File: src/rtl/vram_fill_ctrl_pkg.sv
// vram_fill_ctrl_pkg: shared constants, FSM states and bank decode for the VRAM fill engine.
package vram_fill_ctrl_pkg;
  localparam int ADDR_W = 15;
  localparam int NBANKS = 5;
  localparam logic [ADDR_W-1:0] VRAM_BASE = 15'h1000;
  localparam logic [ADDR_W-1:0] VRAM_TOP  = 15'h5FFF;
  typedef enum logic [1:0] {IDLE, FILL, FINISH} state_t;
  // Block 0 and blocks 6/7 are not VRAM, so they never get an enable.
  function automatic logic [NBANKS-1:0] bank_en(input logic [2:0] idx);
    bank_en = '0;
    if (idx >= 3'd1 && idx <= 3'(NBANKS)) bank_en[idx - 3'd1] = 1'b1;
  endfunction
endpackage

File: src/rtl/vram_fill_ctrl_if.sv
// vram_fill_ctrl_if: CPU port, fill command and VRAM port-A signals of the fill engine.
interface vram_fill_ctrl_if;
  import vram_fill_ctrl_pkg::*;
  logic              i_cpu_req;
  logic              i_cpu_we;
  logic [ADDR_W-1:0] i_cpu_addr;
  logic              i_cpu_wdata;
  logic              i_start;
  logic [ADDR_W-1:0] i_fill_base;
  logic [ADDR_W-1:0] i_fill_len;
  logic              i_fill_val;
  logic              i_abort;
  logic [11:0]       o_vram_addr;
  logic [NBANKS-1:0] o_vram_en;
  logic              o_vram_we;
  logic              o_vram_din;
  logic              o_busy;
  logic              o_done;
  logic              o_err;
  modport slave (
    input  i_cpu_req, i_cpu_we, i_cpu_addr, i_cpu_wdata, i_start, i_fill_base, i_fill_len,
           i_fill_val, i_abort,
    output o_vram_addr, o_vram_en, o_vram_we, o_vram_din, o_busy, o_done, o_err
  );
  modport master (
    output i_cpu_req, i_cpu_we, i_cpu_addr, i_cpu_wdata, i_start, i_fill_base, i_fill_len,
           i_fill_val, i_abort,
    input  o_vram_addr, o_vram_en, o_vram_we, o_vram_din, o_busy, o_done, o_err
  );
endinterface

File: src/rtl/vram_bank_decode.sv
// vram_bank_decode: splits a data address into a one-hot VRAM block enable and a local bit address.
module vram_bank_decode
  import vram_fill_ctrl_pkg::*;
(
  input  logic [ADDR_W-1:0] i_addr,
  output logic [NBANKS-1:0] o_en,
  output logic [11:0]       o_addr
);
  assign o_en   = bank_en(i_addr[14:12]);
  assign o_addr = i_addr[11:0];
endmodule

File: src/rtl/vram_fill_ctrl.sv
// vram_fill_ctrl: block-fill sequencer sharing the VRAM CPU port; the CPU always wins a contested cycle.
module vram_fill_ctrl
  import vram_fill_ctrl_pkg::*;
(
  input  logic clk,
  input  logic reset,
  vram_fill_ctrl_if.slave bus
);
  state_t            r_state, w_state_nxt;
  logic [ADDR_W-1:0] r_ptr, w_ptr_nxt;
  logic [ADDR_W-1:0] r_rem, w_rem_nxt;
  logic              r_val, w_val_nxt;
  logic              r_err, w_err_nxt;
  logic              w_wr, w_bad, w_fill;
  logic [NBANKS-1:0] w_cpu_en, w_eng_en;
  logic [11:0]       w_cpu_addr, w_eng_addr;

  vram_bank_decode u_cpu_dec (.i_addr(bus.i_cpu_addr), .o_en(w_cpu_en), .o_addr(w_cpu_addr));
  vram_bank_decode u_eng_dec (.i_addr(r_ptr), .o_en(w_eng_en), .o_addr(w_eng_addr));

  assign w_fill = r_state == FILL;
  assign w_wr   = w_fill && !bus.i_cpu_req;
  assign w_bad  = bus.i_fill_base < VRAM_BASE || bus.i_fill_base > VRAM_TOP;

  always_ff @(posedge clk or posedge reset) begin
    if (reset) begin
      r_state <= IDLE;
      r_ptr   <= '0;
      r_rem   <= '0;
      r_val   <= 1'b0;
      r_err   <= 1'b0;
    end else begin
      r_state <= w_state_nxt;
      r_ptr   <= w_ptr_nxt;
      r_rem   <= w_rem_nxt;
      r_val   <= w_val_nxt;
      r_err   <= w_err_nxt;
    end
  end

  always_comb begin
    w_state_nxt = r_state;
    w_ptr_nxt   = r_ptr;
    w_rem_nxt   = r_rem;
    w_val_nxt   = r_val;
    w_err_nxt   = r_err;
    case (r_state)
      IDLE: if (bus.i_start) begin
        w_ptr_nxt   = bus.i_fill_base;
        w_rem_nxt   = bus.i_fill_len;
        w_val_nxt   = bus.i_fill_val;
        w_err_nxt   = w_bad;
        w_state_nxt = (w_bad || bus.i_fill_len == '0) ? FINISH : FILL;
      end
      FILL: begin
        if (w_wr) begin
          w_ptr_nxt = r_ptr + 15'd1;
          w_rem_nxt = r_rem - 15'd1;
        end
        // Abort beats both normal completion and the truncation error.
        if (bus.i_abort || (w_wr && (r_rem == 15'd1 || r_ptr == VRAM_TOP))) w_state_nxt = FINISH;
        if (!bus.i_abort && w_wr && r_rem != 15'd1 && r_ptr == VRAM_TOP) w_err_nxt = 1'b1;
      end
      default: w_state_nxt = IDLE;
    endcase
  end

  assign bus.o_vram_addr = bus.i_cpu_req ? w_cpu_addr : (w_fill ? w_eng_addr : '0);
  assign bus.o_vram_en   = bus.i_cpu_req ? w_cpu_en : (w_fill ? w_eng_en : '0);
  assign bus.o_vram_we   = bus.i_cpu_req ? bus.i_cpu_we : w_fill;
  assign bus.o_vram_din  = bus.i_cpu_req ? bus.i_cpu_wdata : (w_fill && r_val);
  assign bus.o_busy      = r_state != IDLE;
  assign bus.o_done      = r_state == FINISH;
  assign bus.o_err       = r_err;
endmodule

File: src/flat_wrapper.sv
// flat-port wrapper written by rule: the top's interface ports become plain ports
module vram_fill_ctrl_flat import vram_fill_ctrl_pkg::*;
  (clk, reset, bus_i_cpu_req, bus_i_cpu_we, bus_i_cpu_addr, bus_i_cpu_wdata, bus_i_start, bus_i_fill_base, bus_i_fill_len, bus_i_fill_val, bus_i_abort, bus_o_vram_addr, bus_o_vram_en, bus_o_vram_we, bus_o_vram_din, bus_o_busy, bus_o_done, bus_o_err);
  vram_fill_ctrl_if bus_i ();
  input  logic clk;
  input  logic reset;
  input wire logic [$bits(bus_i.i_cpu_req)-1:0] bus_i_cpu_req;
  input wire logic [$bits(bus_i.i_cpu_we)-1:0] bus_i_cpu_we;
  input wire logic [$bits(bus_i.i_cpu_addr)-1:0] bus_i_cpu_addr;
  input wire logic [$bits(bus_i.i_cpu_wdata)-1:0] bus_i_cpu_wdata;
  input wire logic [$bits(bus_i.i_start)-1:0] bus_i_start;
  input wire logic [$bits(bus_i.i_fill_base)-1:0] bus_i_fill_base;
  input wire logic [$bits(bus_i.i_fill_len)-1:0] bus_i_fill_len;
  input wire logic [$bits(bus_i.i_fill_val)-1:0] bus_i_fill_val;
  input wire logic [$bits(bus_i.i_abort)-1:0] bus_i_abort;
  output wire logic [$bits(bus_i.o_vram_addr)-1:0] bus_o_vram_addr;
  output wire logic [$bits(bus_i.o_vram_en)-1:0] bus_o_vram_en;
  output wire logic [$bits(bus_i.o_vram_we)-1:0] bus_o_vram_we;
  output wire logic [$bits(bus_i.o_vram_din)-1:0] bus_o_vram_din;
  output wire logic [$bits(bus_i.o_busy)-1:0] bus_o_busy;
  output wire logic [$bits(bus_i.o_done)-1:0] bus_o_done;
  output wire logic [$bits(bus_i.o_err)-1:0] bus_o_err;
  assign bus_i.i_cpu_req = bus_i_cpu_req;
  assign bus_i.i_cpu_we = bus_i_cpu_we;
  assign bus_i.i_cpu_addr = bus_i_cpu_addr;
  assign bus_i.i_cpu_wdata = bus_i_cpu_wdata;
  assign bus_i.i_start = bus_i_start;
  assign bus_i.i_fill_base = bus_i_fill_base;
  assign bus_i.i_fill_len = bus_i_fill_len;
  assign bus_i.i_fill_val = bus_i_fill_val;
  assign bus_i.i_abort = bus_i_abort;
  assign bus_o_vram_addr = bus_i.o_vram_addr;
  assign bus_o_vram_en = bus_i.o_vram_en;
  assign bus_o_vram_we = bus_i.o_vram_we;
  assign bus_o_vram_din = bus_i.o_vram_din;
  assign bus_o_busy = bus_i.o_busy;
  assign bus_o_done = bus_i.o_done;
  assign bus_o_err = bus_i.o_err;
  vram_fill_ctrl u_core (.clk(clk), .reset(reset), .bus(bus_i));
endmodule
File: config.mk
export PLATFORM = sky130hd
export DESIGN_NAME = vram_fill_ctrl_flat
export DESIGN_NICKNAME = d
export VERILOG_FILES = /design/src/rtl/vram_fill_ctrl_pkg.sv /design/src/rtl/vram_fill_ctrl_if.sv /design/src/rtl/vram_bank_decode.sv /design/src/rtl/vram_fill_ctrl.sv /design/src/flat_wrapper.sv
export SDC_FILE = /design/constraint.sdc
export NUM_CORES = 1
export LEC_CHECK = 0
export ABC_AREA = 1
export CORE_UTILIZATION = 55
export CTS_BUF_LIST = sky130_fd_sc_hd__clkbuf_8
export DETAILED_ROUTE_END_ITERATION = 10
export GPL_TIMING_DRIVEN = 1
export HOLD_SLACK_MARGIN = 0.02
export PLACE_DENSITY = 0.89
export SYNTH_ARGS = -nofsm -noshare
export SYNTH_HDL_FRONTEND = slang
export SYNTH_SLANG_ARGS = --single-unit
File: constraint.sdc
create_clock -name clk -period 3.5 [get_ports clk]
set_input_delay 0.875 -clock clk [delete_from_list [all_inputs] [get_ports clk]]
set_output_delay 0.875 -clock clk [all_outputs]
set_load 0.02 [all_outputs]
### Word-level counts from Yosys, hierarchy flattened

Index checks and enable logic that the tools add are counted.
Widths: inputs -> output; s select.

| cells by class | value |
|---|---|
| reductions and logical operators | 24 |
| multiplexer cells | 25 |
| equality and inequality tests | 9 |
| divide/modulo/power cells | 0 |
| order comparisons | 10 |
| add/subtract/negate cells | 4 |
| shifts and indexed selects | 0 |
| $mul | 0 |
| bitwise operators | 0 |

Operators with widths:

| operator | number |
|---|---|
| $mux 15 | 4 |
| $pmux 15 s2 | 2 |
| $mux 12 | 2 |
| $mux 5 | 4 |
| $add 15x1->15 const B | 1 |
| $eq 15x1->1 const B | 1 |
| $eq 15x15->1 const B | 1 |
| $gt 15x15->1 const B | 1 |
| $logic_not 15->1 | 1 |
| $lt 15x13->1 const B | 1 |
| $ne 15x1->1 const B | 1 |
| $sub 15x1->15 const B | 1 |
| $ge 3x1->1 const B | 4 |
| $logic_and 1x1->1 | 10 |
| $lt 3x4->1 const B | 2 |
| $demux 1 s3 | 2 |
| $le 3x3->1 const B | 2 |
| $mux 1 | 6 |
| $mux 2 | 3 |
| $ne 2x2->1 const B | 3 |
| $reduce_and 3->1 | 2 |
| $sub 3x1->3 const B | 2 |
| $logic_or 1x1->1 | 4 |
| $pmux 2 s2 | 1 |
| other kinds (8) | 11 |

| storage, ports and cells | value |
|---|---|
| bits in latches | 0 |
| memories | 0 |
| memory bits (read-only) | 0 |
| register bits after elaboration | 34 |
| output and inout port bits | 22 |
| word-level logic and storage cells | 77 |
| RAM bits | 0 |

### Depth between registers and ports, before layout

Gate-level depths: netlist (run 1).

| depth | value |
|---|---|
| depth after elaboration | 8 |
| depth in mapped cells | 10 |
| mapped depth without buffers | 10 |

### Hierarchy

Synthesis (run 1) repeated with hierarchy kept, for this count alone.

| second synthesis, totals | value |
|---|---|
| cells, all modules | 490 |
| area, all modules | 3105.5 um^2 |

By module, submodules not included:

| module | cells each | area an instance (um^2) | instances | sequential area each (um^2) |
|---|---|---|---|---|
| vram_fill_ctrl | 406 | 2625.0 | 1 | 850.8 |
| vram_bank_decode | 42 | 240.2 | 2 | 0.0 |

### Worst setup path before layout (run 1)

OpenSTA, ideal clock, no wires.

| timing path | value |
|---|---|
| path kind | input port to output port |
| start point | input port bus_i_cpu_addr[12] |
| end point | output port bus_o_vram_en[2] |
| required time | 2.625 ns |
| path slack | 0.707 ns |
| stages on the path | 6 |
| data arrival time | 1.918 ns |
| path through | inv_1 -> ha_1 -> xor2_1 -> nor2_1 -> nand2_1 -> o21ai_0 |

| on the way | value |
|---|---|
| longest elaborated chain between the ends | 7 |
| elaborated cells on any way between the ends | 11 |

Ends and longest elaborated chain:

| item | line | RTL |
|---|---|---|
| start, declared | flat_wrapper.sv:9 | `input wire logic [$bits(bus_i.i_cpu_addr)-1:0] bus_i_cpu_addr;` |
| $sub 3x1->3 | vram_fill_ctrl_pkg.sv:11 | `if (idx >= 3'd1 && idx <= 3'(NBANKS)) bank_en[idx - 3'd1] = 1'b1;` |
| $lt 3x4->1 (implied by the code) / $ge 3x1->1 (equally long branches) | vram_fill_ctrl_pkg.sv:11 |  |
| $logic_and 1x1->1 (implied by the code) | vram_fill_ctrl_pkg.sv:11 |  |
| $mux 1 (implied by the code) | vram_fill_ctrl_pkg.sv:11 |  |
| $demux 1 s3 | vram_fill_ctrl_pkg.sv:11 |  |
| $mux 5 * | vram_fill_ctrl_pkg.sv:11 |  |
| $mux 5 * | vram_fill_ctrl.sv:69 | `assign bus.o_vram_en = bus.i_cpu_req ? w_cpu_en : (w_fill ? w_eng_en : '0);` |
| end, declared | flat_wrapper.sv:17 | `output wire logic [$bits(bus_i.o_vram_en)-1:0] bus_o_vram_en;` |

Every way passes the cells marked *; elsewhere a longest branch is shown, timed or not.

### Worst setup path after layout (run 1)

| timing path | value |
|---|---|
| start point | input port bus_i_cpu_req |
| end point | output port bus_o_vram_addr[5] |

| on the way | value |
|---|---|
| longest elaborated chain between the ends | 1 |

Ends and longest elaborated chain:

| item | line | RTL |
|---|---|---|
| start, declared | flat_wrapper.sv:7 | `input wire logic [$bits(bus_i.i_cpu_req)-1:0] bus_i_cpu_req;` |
| $mux 12 | vram_fill_ctrl.sv:68 | `assign bus.o_vram_addr = bus.i_cpu_req ? w_cpu_addr : (w_fill ? w_eng_addr : '0);` |
| end, declared | flat_wrapper.sv:16 | `output wire logic [$bits(bus_i.o_vram_addr)-1:0] bus_o_vram_addr;` |

Every way passes these cells.

==> flow_metrics.py, run 1 <==
metrics = {
    "critical_path": {
        "critical-path-slowest-cell": "clkdlybuf4s50_1",
        "crit_path_max_fanout": 11,
        "cp_cell_sequence": "clkdlybuf4s50_1 > nor2_8 > inv_2 > o21ai_0 > clkdlybuf4s50_1",
        "required_ps": 2620,
        "cp_top_family": "buffers and inverters",
        "start_kind": "input pin",
        "path_class": "input pin to output pin",
        "worst-path-buf-inv": 3,
        "cp.arrival_ps": 2550,
        "slowest_delay_ps": 630,
        "crit_path_start": "bus_i_cpu_req",
        "cp_common_cell": "clkdlybuf4s50_1",
        "r2r_start": "u_core.r_state[0]",
        "endpoint_kind": "output pin",
    },
    "power": {
        "p_per_area_nw_per_um2": 649,
        "ir_drop_mv": 0.394,
        "power_leakage_nw": 1.81,
        "power_mw": 2.46,
    },
    "finish": {
        "layout_common_cells": "nand2_1, clkdlybuf4s50_1, nor2_1, inv_1, o21ai_0",
        "insertedDiodeCount": 0,
        "fillers": 434,
        "final_common_cell": "nand2_1",
        "final_cells": 595,
        "stdcell_area_sq_um": 3790,
        "area_growth_pct": 30.9,
        "num-nets-final": 585,
        "drive_gt1_frac": 0.0800,
    },
    "route": {
        "wire_per_inst_um": 13.9,
        "drt_first_iter_violations": 256,
        "num_vias": 3342,
        "wirelength_mm": 8.26,
        "viasPerCell": 5.62,
        "ant_nets": 0,
        "drc": 0,
        "dr.pass1.iters": 7,
    },
    "placement": {
        "gp_congestion": 0.925,
        "placedCellCount": 587,
        "place_area_sq_um": 3670,
        "numPortBuffers": 74,
        "dp_hpwl_mm": 6.10,
    },
    "synth": {
        "synth.distinct_cells": 37,
        "synth-seq-cells": 34,
        "yosysTopAreaCell": "dfrtp_1",
        "synthesis.area_sq_um": 2890,
        "synth.area.top_cells": "dfrtp_1, nand2_1, nor2_1",
        "syn_area_per_cell_sq_um": 6.44,
        "yosys_warnings": 0,
        "syn_nets": 510,
        "syn_inst": 449,
        "synth_seq_area_share": 0.294,
        "synth_top_area_share": 0.294,
    },
    "timing": {
        "period_minus_slack_ps": 3430,
        "period_share": 0.979,
        "rsz0062_at_grt": "no",
        "whs_ps": 519,
        "hold_viol": 0,
        "finalSetupTns_ps": 0,
        "setup_viol": 0,
        "worst_pin_slew_ps": 728,
        "max_slew_margin": 0.514,
        "max_freq_ghz": 0.292,
        "drv_slew": 0,
        "skew_ps": 11.8,
    },
    "min_path": {
        "hp-start": "u_core.bus.o_err",
        "min_path_type": "flip-flop to flip-flop",
    },
    "clocking": {
        "clk_latency_ps": 300,
        "numCtsBuffers": 5,
        "clockRootBuffer": "clkbuf_8",
        "path_clk_slew_ps": 80,
        "clock_path_buffers": 2,
        "h-tree-depth": 2,
        "post-cts-setup-buffer-count": 0,
        "clock_sinks": 34,
        "cts_tree": "built",
    },
    "grt": {
        "grt_use_total": 0.304,
        "grt_pass1_vias": 3051,
        "overflow": 0,
        "grt_max_degree": 34,
        "grt_first_pass_wirelength_mm": 12.9,
        "grt_antenna_before_repair": 0,
    },
    "floorplanning": {
        "boundaryPins": 75,
        "rows": 26,
        "die_y_um": 74.5,
        "die_x_um": 74.5,
        "design.core.area_sq_um": 5070,
        "start_util": 0.570,
        "die_area_sq_um": 5550,
    },
    "run": {
        "drv_cap": 0,
    },
    "run_status": {
        "status": "finished, final reports clean",
    },
}
-- worst register-to-register path, stage by stage, from the launching register on --
cell,delay (ps)
dfrtp_1,430
nand2_4,250
nor2_8,50
buf_4,150
nor2_4,500
a21oi_1,140
o21ai_0,120
o21ai_1,90
-- final cells by class --
| cell class | instances | area, sq um | area share |
|---|---|---|---|
| inverters | 55 | 211 | 0.0558 |
| repair buffers | 84 | 823 | 0.217 |
| clock buffers | 8 | 110 | 0.0291 |
| multi-input cells | 344 | 1700 | 0.450 |
| flip-flops and latches | 34 | 851 | 0.225 |
| well taps | 70 | 87.6 | 0.0231 |
-- final timing paths --
kind	end	slack (ps)	cells after the start
max reg2reg	u_core.r_rem[4]	1660	7
min in group asynchronous	u_core.bus.o_err	1010	2
min	u_core.bus.o_err	520	2
max	bus_o_vram_addr[5]	70	5
max in group asynchronous	u_core.r_ptr[4]	1760	3
min reg2reg	u_core.bus.o_err	520	2
-- timing repair --
item	in CTS	in global routing
gates resized for setup	5	5
endpoints found under the setup margin	5	4
hold buffers	0	0
endpoints found under the hold margin	0	0
pin swaps	0	0
-- cell usage after synthesis --
library cell    n
nand4_1         5
nand2_2         1
nor2_4          2
buf_2           5
a22o_1          2
a22oi_2         1
a21oi_2         3
a22oi_1         1
a31oi_1         1
nor2_1         57
o21ai_2         2
nand3_4         1
buf_4           3
o211ai_1        3
inv_2           5
o21bai_1        1
o22ai_1         5
nor2_2          2
nand2_4         2
nand2_1       129
a21oi_1        24
dfrtp_1        34
inv_6           1
o21ai_0        41
inv_1          49
buf_6           6
xor2_1          4
nor3_1          2
ha_1            8
nor2_8          1
nand4_2         1
nand3b_1        2
nand3_1        32
o21ai_1         9
buf_8           1
or2_0           2
clkbuf_1        1
-- report_power, final --
part | leakage [nW] | switching, mW | internal [mW]
sequential | 0.406 | 0.202 | 0.582
clock | 0.0575 | 0.154 | 0.199
combinational | 1.34 | 0.844 | 0.475
-- per-layer routing --
layer | routed length, um | track usage | share of wire
met2 | 4170 | 0.554 | 0.50
met3 | 627 | 0.0461 | 0.076
met5 | 0 | 0 | 0
met1 | 3240 | 0.361 | 0.39
met4 | 223 | 0.111 | 0.027
-- kinds of logic (layout without fill, tap and decap cells) --
family / count (synthesis) / in the layout / share of synthesized area
and+or+nand+nor: 239 / 239 / 0.360
AOI/OAI and AO/OA: 93 / 93 / 0.180
xor gates and xnor gates: 4 / 4 / 0.0121
DFF: 34 / 34 / 0.294
buffers and inverters: 71 / 147 / 0.119
adders and majority gates: 8 / 8 / 0.0346
-- per-stage QoR --
| stage | utilization | setup slack, ps |
|---|---|---|
| after global placement | 0.724 | -60.5 |
| after CTS | 0.744 | 41.8 |
| after detailed placement | 0.724 | -217 |
| after floorplan | - | 707 |
| final | 0.746 | 73.9 |
| after global routing | 0.746 | 1.98 |
-- state kept, by name, indices dropped and copies added, names as in the netlist --
signal            flops
u_core.r_val          1
u_core.bus.o_err      1
u_core.r_rem         15
u_core.r_state        2
u_core.r_ptr         15
Note: power is estimated with default switching activity, not from simulation.
==> inputs of run 2 (changes only) <==
- GPL_TIMING_DRIVEN: 1 -> 0
==> flow_metrics.py, run 2 (synthesized netlist as in run 1, its figures left out) <==
metrics = {
    "timing": {
        "setup_viol": 0,
        "finalSetupTns_ps": 0,
        "period_share": 0.989,
        "period_minus_slack_ps": 3460,
        "max_slew_margin": 0.585,
        "skew_ps": 10.4,
        "max_freq_ghz": 0.289,
        "rsz0062_at_grt": "no",
        "worst_pin_slew_ps": 621,
        "whs_ps": 525,
        "hold_viol": 0,
        "drv_slew": 0,
    },
    "run": {
        "drv_cap": 0,
    },
    "critical_path": {
        "crit_path_start": "bus_i_cpu_req",
        "r2r_setup_slack_ps": 1860,
        "required_ps": 2620,
        "start_kind": "input pin",
        "r2r_start": "u_core.r_ptr[0]",
        "cp.arrival_ps": 2590,
        "crit_path_max_fanout": 10,
        "endpoint_kind": "output pin",
        "path_class": "input pin to output pin",
    },
    "placement": {
        "numPortBuffers": 74,
        "gp_congestion": 0.954,
        "place_area_sq_um": 3750,
        "dp_hpwl_mm": 6.78,
    },
    "route": {
        "ant_nets": 0,
        "drt_first_iter_violations": 301,
        "num_vias": 3420,
        "viasPerCell": 5.68,
        "drc": 0,
        "wire_per_inst_um": 15.1,
        "wirelength_mm": 9.10,
        "dr.pass1.iters": 7,
    },
    "grt": {
        "grt_max_degree": 23,
        "grt_use_total": 0.341,
        "grt_pass1_vias": 3066,
        "grt_antenna_before_repair": 0,
        "grt_first_pass_wirelength_mm": 14.2,
        "overflow": 0,
    },
    "power": {
        "ir_drop_mv": 0.460,
        "p_per_area_nw_per_um2": 670,
        "power_mw": 2.57,
        "power_leakage_nw": 1.85,
    },
    "clocking": {
        "post-cts-setup-buffer-count": 0,
        "cts_tree": "built",
        "hold_buffers": 0,
        "h-tree-depth": 2,
        "clk_latency_ps": 300,
        "clock_sinks": 34,
        "path_clk_slew_ps": 80,
        "clock_path_buffers": 2,
        "numCtsBuffers": 5,
        "clockRootBuffer": "clkbuf_8",
    },
    "finish": {
        "drive_gt1_frac": 0.0977,
        "layout_common_cells": "nand2_1, clkdlybuf4s50_1, nor2_1, inv_1, o21ai_0",
        "area_growth_pct": 32.9,
        "reg_top3": "u_core.r_ptr x15, u_core.r_rem x15, u_core.r_state x2",
        "final_util": 0.757,
        "num-nets-final": 592,
        "stdcell_area_sq_um": 3840,
        "final_common_cell": "nand2_1",
        "insertedDiodeCount": 0,
    },
    "run_status": {
        "status": "finished, final reports clean",
    },
    "floorplanning": {
        "die_area_sq_um": 5550,
        "rows": 26,
        "boundaryPins": 75,
        "die_y_um": 74.5,
        "start_util": 0.570,
        "design.core.area_sq_um": 5070,
        "die_x_um": 74.5,
    },
    "min_path": {
        "hp-start": "u_core.r_rem[11]",
        "min_path_type": "flip-flop to flip-flop",
    },
}
==> run 2: cell types whose count changed in the layout (fill, tap and decap cells not counted), moves of 3 or more <==
cell,previous run,this run
clkbuf_8,8,5
buf_2,0,4
clkbuf_2,1,4
buf_6,0,6
buf_4,9,3
dlygate4sd2_1,4,8
clkdlybuf4s50_1,67,60
==> run 2: path summary, 6_finish.rpt <==
kind / endpoint / cells past startpoint
setup / recovery: bus_o_vram_addr[7] / 4
hold / removal: u_core.r_rem[11] / 2
setup reg to reg: u_core.r_state[0] / 8
hold reg to reg: u_core.r_rem[11] / 2
max in group asynchronous: u_core.r_ptr[7] / 3
min in group asynchronous: u_core.r_ptr[10] / 2
==> run 2: layer usage <==
metal,share of wire,routed length (um),global-route usage,vias up
li1,-,-,-,1610
met1,0.41,3700,0.436,1602
met2,0.49,4460,0.580,181
met3,0.083,759,0.0556,27
met4,0.020,184,0.128,0
met5,0,0,0,-
==> run 2: power by group <==
group / leakage (nW) / total, mW / internal [mW] / switching (mW)
clock: 0.0579 / 0.376 / 0.210 / 0.166
combinational: 1.38 / 1.42 / 0.520 / 0.895
sequential: 0.406 / 0.784 / 0.582 / 0.202
==> run 2: what timing repair did <==
action | CTS | global route
hold endpoints to repair | 0 | 0
endpoints found under the setup margin | 17 | 10
resized for setup | 14 | 16
==> run 2: worst max-delay path, cell delays in order <==
cell and delay, ps:
clkdlybuf4s50_1 630, clkbuf_4 290, a22o_1 170, clkdlybuf4s50_1 610
==> run 2: cell type report <==
cell class                      count  area, sq um
Buffer                             16          140
Sequential cell                    34          851
Fill cell                         414         1230
Tap cell                           70         87.6
Multi-Input combinational cell    344         1700
Timing Repair Buffer               75          741
Clock inverter                      3         40.0
Inverter                           55          211
Clock buffer                        5         68.8
==> run 2: through the flow <==
stage | setup slack, ps | std cells
after floorplan | 707 | 449
after global placement | -188 | 593
after detailed placement | -309 | 594
after CTS | 0.0189 | 602
after global routing | 0.169 | 602
final | 37.9 | 602
==> inputs of run 3 (changes only) <==
- ABC_AREA: 1 -> unset
- CORE_UTILIZATION: 55 -> 54
==> flow_metrics.py, run 3 <==
metrics = {
    "synth": {
        "synth_seq_area_share": 0.323,
        "yosysMostFrequentCell": "dfrtp_1",
        "muxShareOfSynthArea": 0.0128,
        "yosysTopAreaCell": "dfrtp_1",
        "syn_inst": 321,
        "syn_area_per_cell_sq_um": 8.20,
        "ys.flop_type": "dfrtp_1",
        "synth_edf_count": 0,
        "synth_compound_area_frac": 0.319,
        "async_flop_share": 1.00,
        "synth_fa_ha_area_frac": 0.0380,
        "synth.area.top_cells": "dfrtp_1, a21oi_1, a22o_1",
        "synth-seq-cells": 34,
        "yosys.area_share.simple": 0.233,
        "synthesis.area_sq_um": 2630,
        "syn_nets": 382,
        "synth.distinct_cells": 54,
        "synth_top_family_by_area": "compound AO/OA/AOI/OAI gates",
        "yosys_warnings": 0,
        "synth_top_area_share": 0.323,
        "yosys-top-cells-count": "dfrtp_1, a21oi_1, nand2_1, clkbuf_1, o21ai_0",
        "synth-xor-area-share": 0.0133,
    },
    "finish": {
        "final_cells": 470,
        "drive_gt1_frac": 0.0769,
        "area_growth_pct": 36.3,
        "insertedDiodeCount": 0,
        "reg_top3": "u_core.r_ptr x15, u_core.r_rem x15, u_core.r_state x2",
        "layout_common_cells": "clkdlybuf4s50_1, dfrtp_1, a21oi_1, nand2_1, o21ai_0",
        "fillers": 349,
        "final_common_cell": "clkdlybuf4s50_1",
        "num-nets-final": 463,
    },
    "critical_path": {
        "cp.arrival_ps": 2570,
        "crit_path_max_fanout": 4,
        "path_class": "input pin to output pin",
        "start_kind": "input pin",
        "endpoint_kind": "output pin",
        "r2r_setup_slack_ps": 1200,
        "required_ps": 2620,
    },
    "power": {
        "p_sw_frac": 0.478,
        "share_comb_of_total_power": 0.552,
        "power_mw": 2.77,
        "clock_power_share": 0.130,
        "p_per_area_nw_per_um2": 771,
        "seqPwrFrac": 0.318,
        "p_sw_mw": 1.32,
        "power_leakage_nw": 1.46,
        "p_int_mw": 1.45,
        "ir_drop_mv": 0.512,
    },
    "route": {
        "dr.pass1.iters": 10,
        "ant_nets": 0,
        "wire_per_inst_um": 18.5,
        "drc": 1,
        "num_vias": 3057,
        "wirelength_mm": 8.70,
        "viasPerCell": 6.50,
        "drt_first_iter_violations": 368,
    },
    "floorplanning": {
        "start_util": 0.558,
        "die_x_um": 71.8,
        "die_y_um": 71.8,
        "boundaryPins": 75,
        "design.core.area_sq_um": 4720,
        "rows": 25,
        "die_area_sq_um": 5160,
    },
    "placement": {
        "placedCellCount": 462,
        "gp_congestion": 0.956,
        "dp_slack_ps": -543,
        "numPortBuffers": 74,
        "dp_hpwl_mm": 6.08,
    },
    "clocking": {
        "h-tree-depth": 2,
        "clock_sinks": 34,
        "clockRootBuffer": "clkbuf_8",
        "path_clk_slew_ps": 70,
        "hold_buffers": 0,
        "cts_tree": "built",
        "clk_latency_ps": 290,
        "clock_path_buffers": 2,
        "numCtsBuffers": 5,
    },
    "timing": {
        "period_share": 0.986,
        "period_minus_slack_ps": 3450,
        "max_slew_margin": 0.515,
        "worst_pin_slew_ps": 726,
        "rsz0062_at_grt": "no",
        "setup_viol": 0,
        "skew_ps": 6.84,
        "hold_viol": 0,
        "drv_slew": 0,
        "finalSetupTns_ps": 0,
        "max_freq_ghz": 0.290,
        "whs_ps": 510,
        "setup_slack_ps": 50.6,
    },
    "grt": {
        "grt_first_pass_wirelength_mm": 13.7,
        "grt_use_total": 0.342,
        "grt_pass1_vias": 2884,
        "overflow": 0,
        "grt_antenna_before_repair": 0,
        "grt_max_degree": 35,
    },
    "run": {
        "drv_cap": 0,
    },
    "run_status": {
        "status": "finished, violations left",
        "failed_checks": "design-rule violations",
    },
    "min_path": {
        "min_path_type": "flip-flop to flip-flop",
    },
}
## run 3: cell count changes in the layout (fill, tap and decap cells not counted), moves of 7 or more
cell / previous run / this run
nand4_1: 5 / 12
nand2_1: 129 / 22
nor4_1: 0 / 8
a22o_1: 2 / 14
nand3_1: 32 / 11
o21ai_1: 9 / 1
nor2_1: 57 / 16
clkbuf_1: 0 / 17
a2bb2oi_1: 0 / 7
o21ai_0: 41 / 19
inv_1: 49 / 16
## run 3: metal layers
metal | vias to the layer above | share of wire | global-route usage | routed length [um]
li1 | 1398 | - | - | -
met1 | 1438 | 0.41 | 0.444 | 3590
met2 | 193 | 0.48 | 0.562 | 4200
met3 | 28 | 0.082 | 0.0661 | 713
met4 | 0 | 0.023 | 0.142 | 198
met5 | - | 0 | 0 | 0
## run 3: stage by stage
stage | utilization | cell area, sq um
floorplan | - | 2630
global placement | 0.732 | 3460
detailed placement | 0.732 | 3460
CTS | 0.759 | 3590
global route | 0.760 | 3590
finish | 0.760 | 3590
## run 3: kinds of logic after synthesis
family / after synthesis
AO/OA/AOI/OAI: 119
buffers and inverters: 41
XOR/XNOR: 4
multiplexers: 3
flip-flops: 34
AND/OR/NAND/NOR: 112
adder cells (fa/ha/maj): 8
## run 3: repair_timing
action / CTS / global route
buffers inserted: 1 / 0
pin swaps: 0 / 1
resized for setup: 23 / 14
setup endpoints to repair: 19 / 16
## run 3: worst paths after layout
check                                        start                to  depth (start not counted)
worst max register to register   u_core.r_state[0]  u_core.r_rem[11]                          6
max in group asynchronous                    reset  u_core.r_ptr[13]                          2
min in group asynchronous                    reset   u_core.r_rem[7]                          2
worst min register to register        u_core.r_val      u_core.r_val                          1
worst min-delay path                  u_core.r_val      u_core.r_val                          1
worst max-delay path            bus_i_cpu_addr[13]  bus_o_vram_en[0]                          7
## run 3: critical path, stage by stage
cell             delay [ps]
clkdlybuf4s50_1         470
inv_1                    60
ha_1                    220
xnor2_2                 160
o211ai_1                200
o32ai_1                 290
clkdlybuf4s15_2         300
## run 3: power groups by stage
stage | Sequential (mW) | Clock, mW | Combinational [mW]
after floorplan | 0.783 | 0 | 1.05
after CTS | 0.849 | 0.355 | 1.51
final | 0.880 | 0.360 | 1.53
after global routing | 0.904 | 0.372 | 1.65
after detailed placement | 0.854 | 0 | 1.48
after global placement | 0.840 | 0 | 1.43
## run 3: layout make-up
class | instances | area (sq um) | area share
multi-input combinational | 246 | 1640 | 0.456
sequential | 34 | 851 | 0.237
timing repair buffer | 75 | 747 | 0.208
buffer | 25 | 108 | 0.0300
tap | 67 | 83.8 | 0.0233
clock buffer | 5 | 68.8 | 0.0192
inverter | 15 | 56.3 | 0.0157
clock inverter | 3 | 37.5 | 0.0105
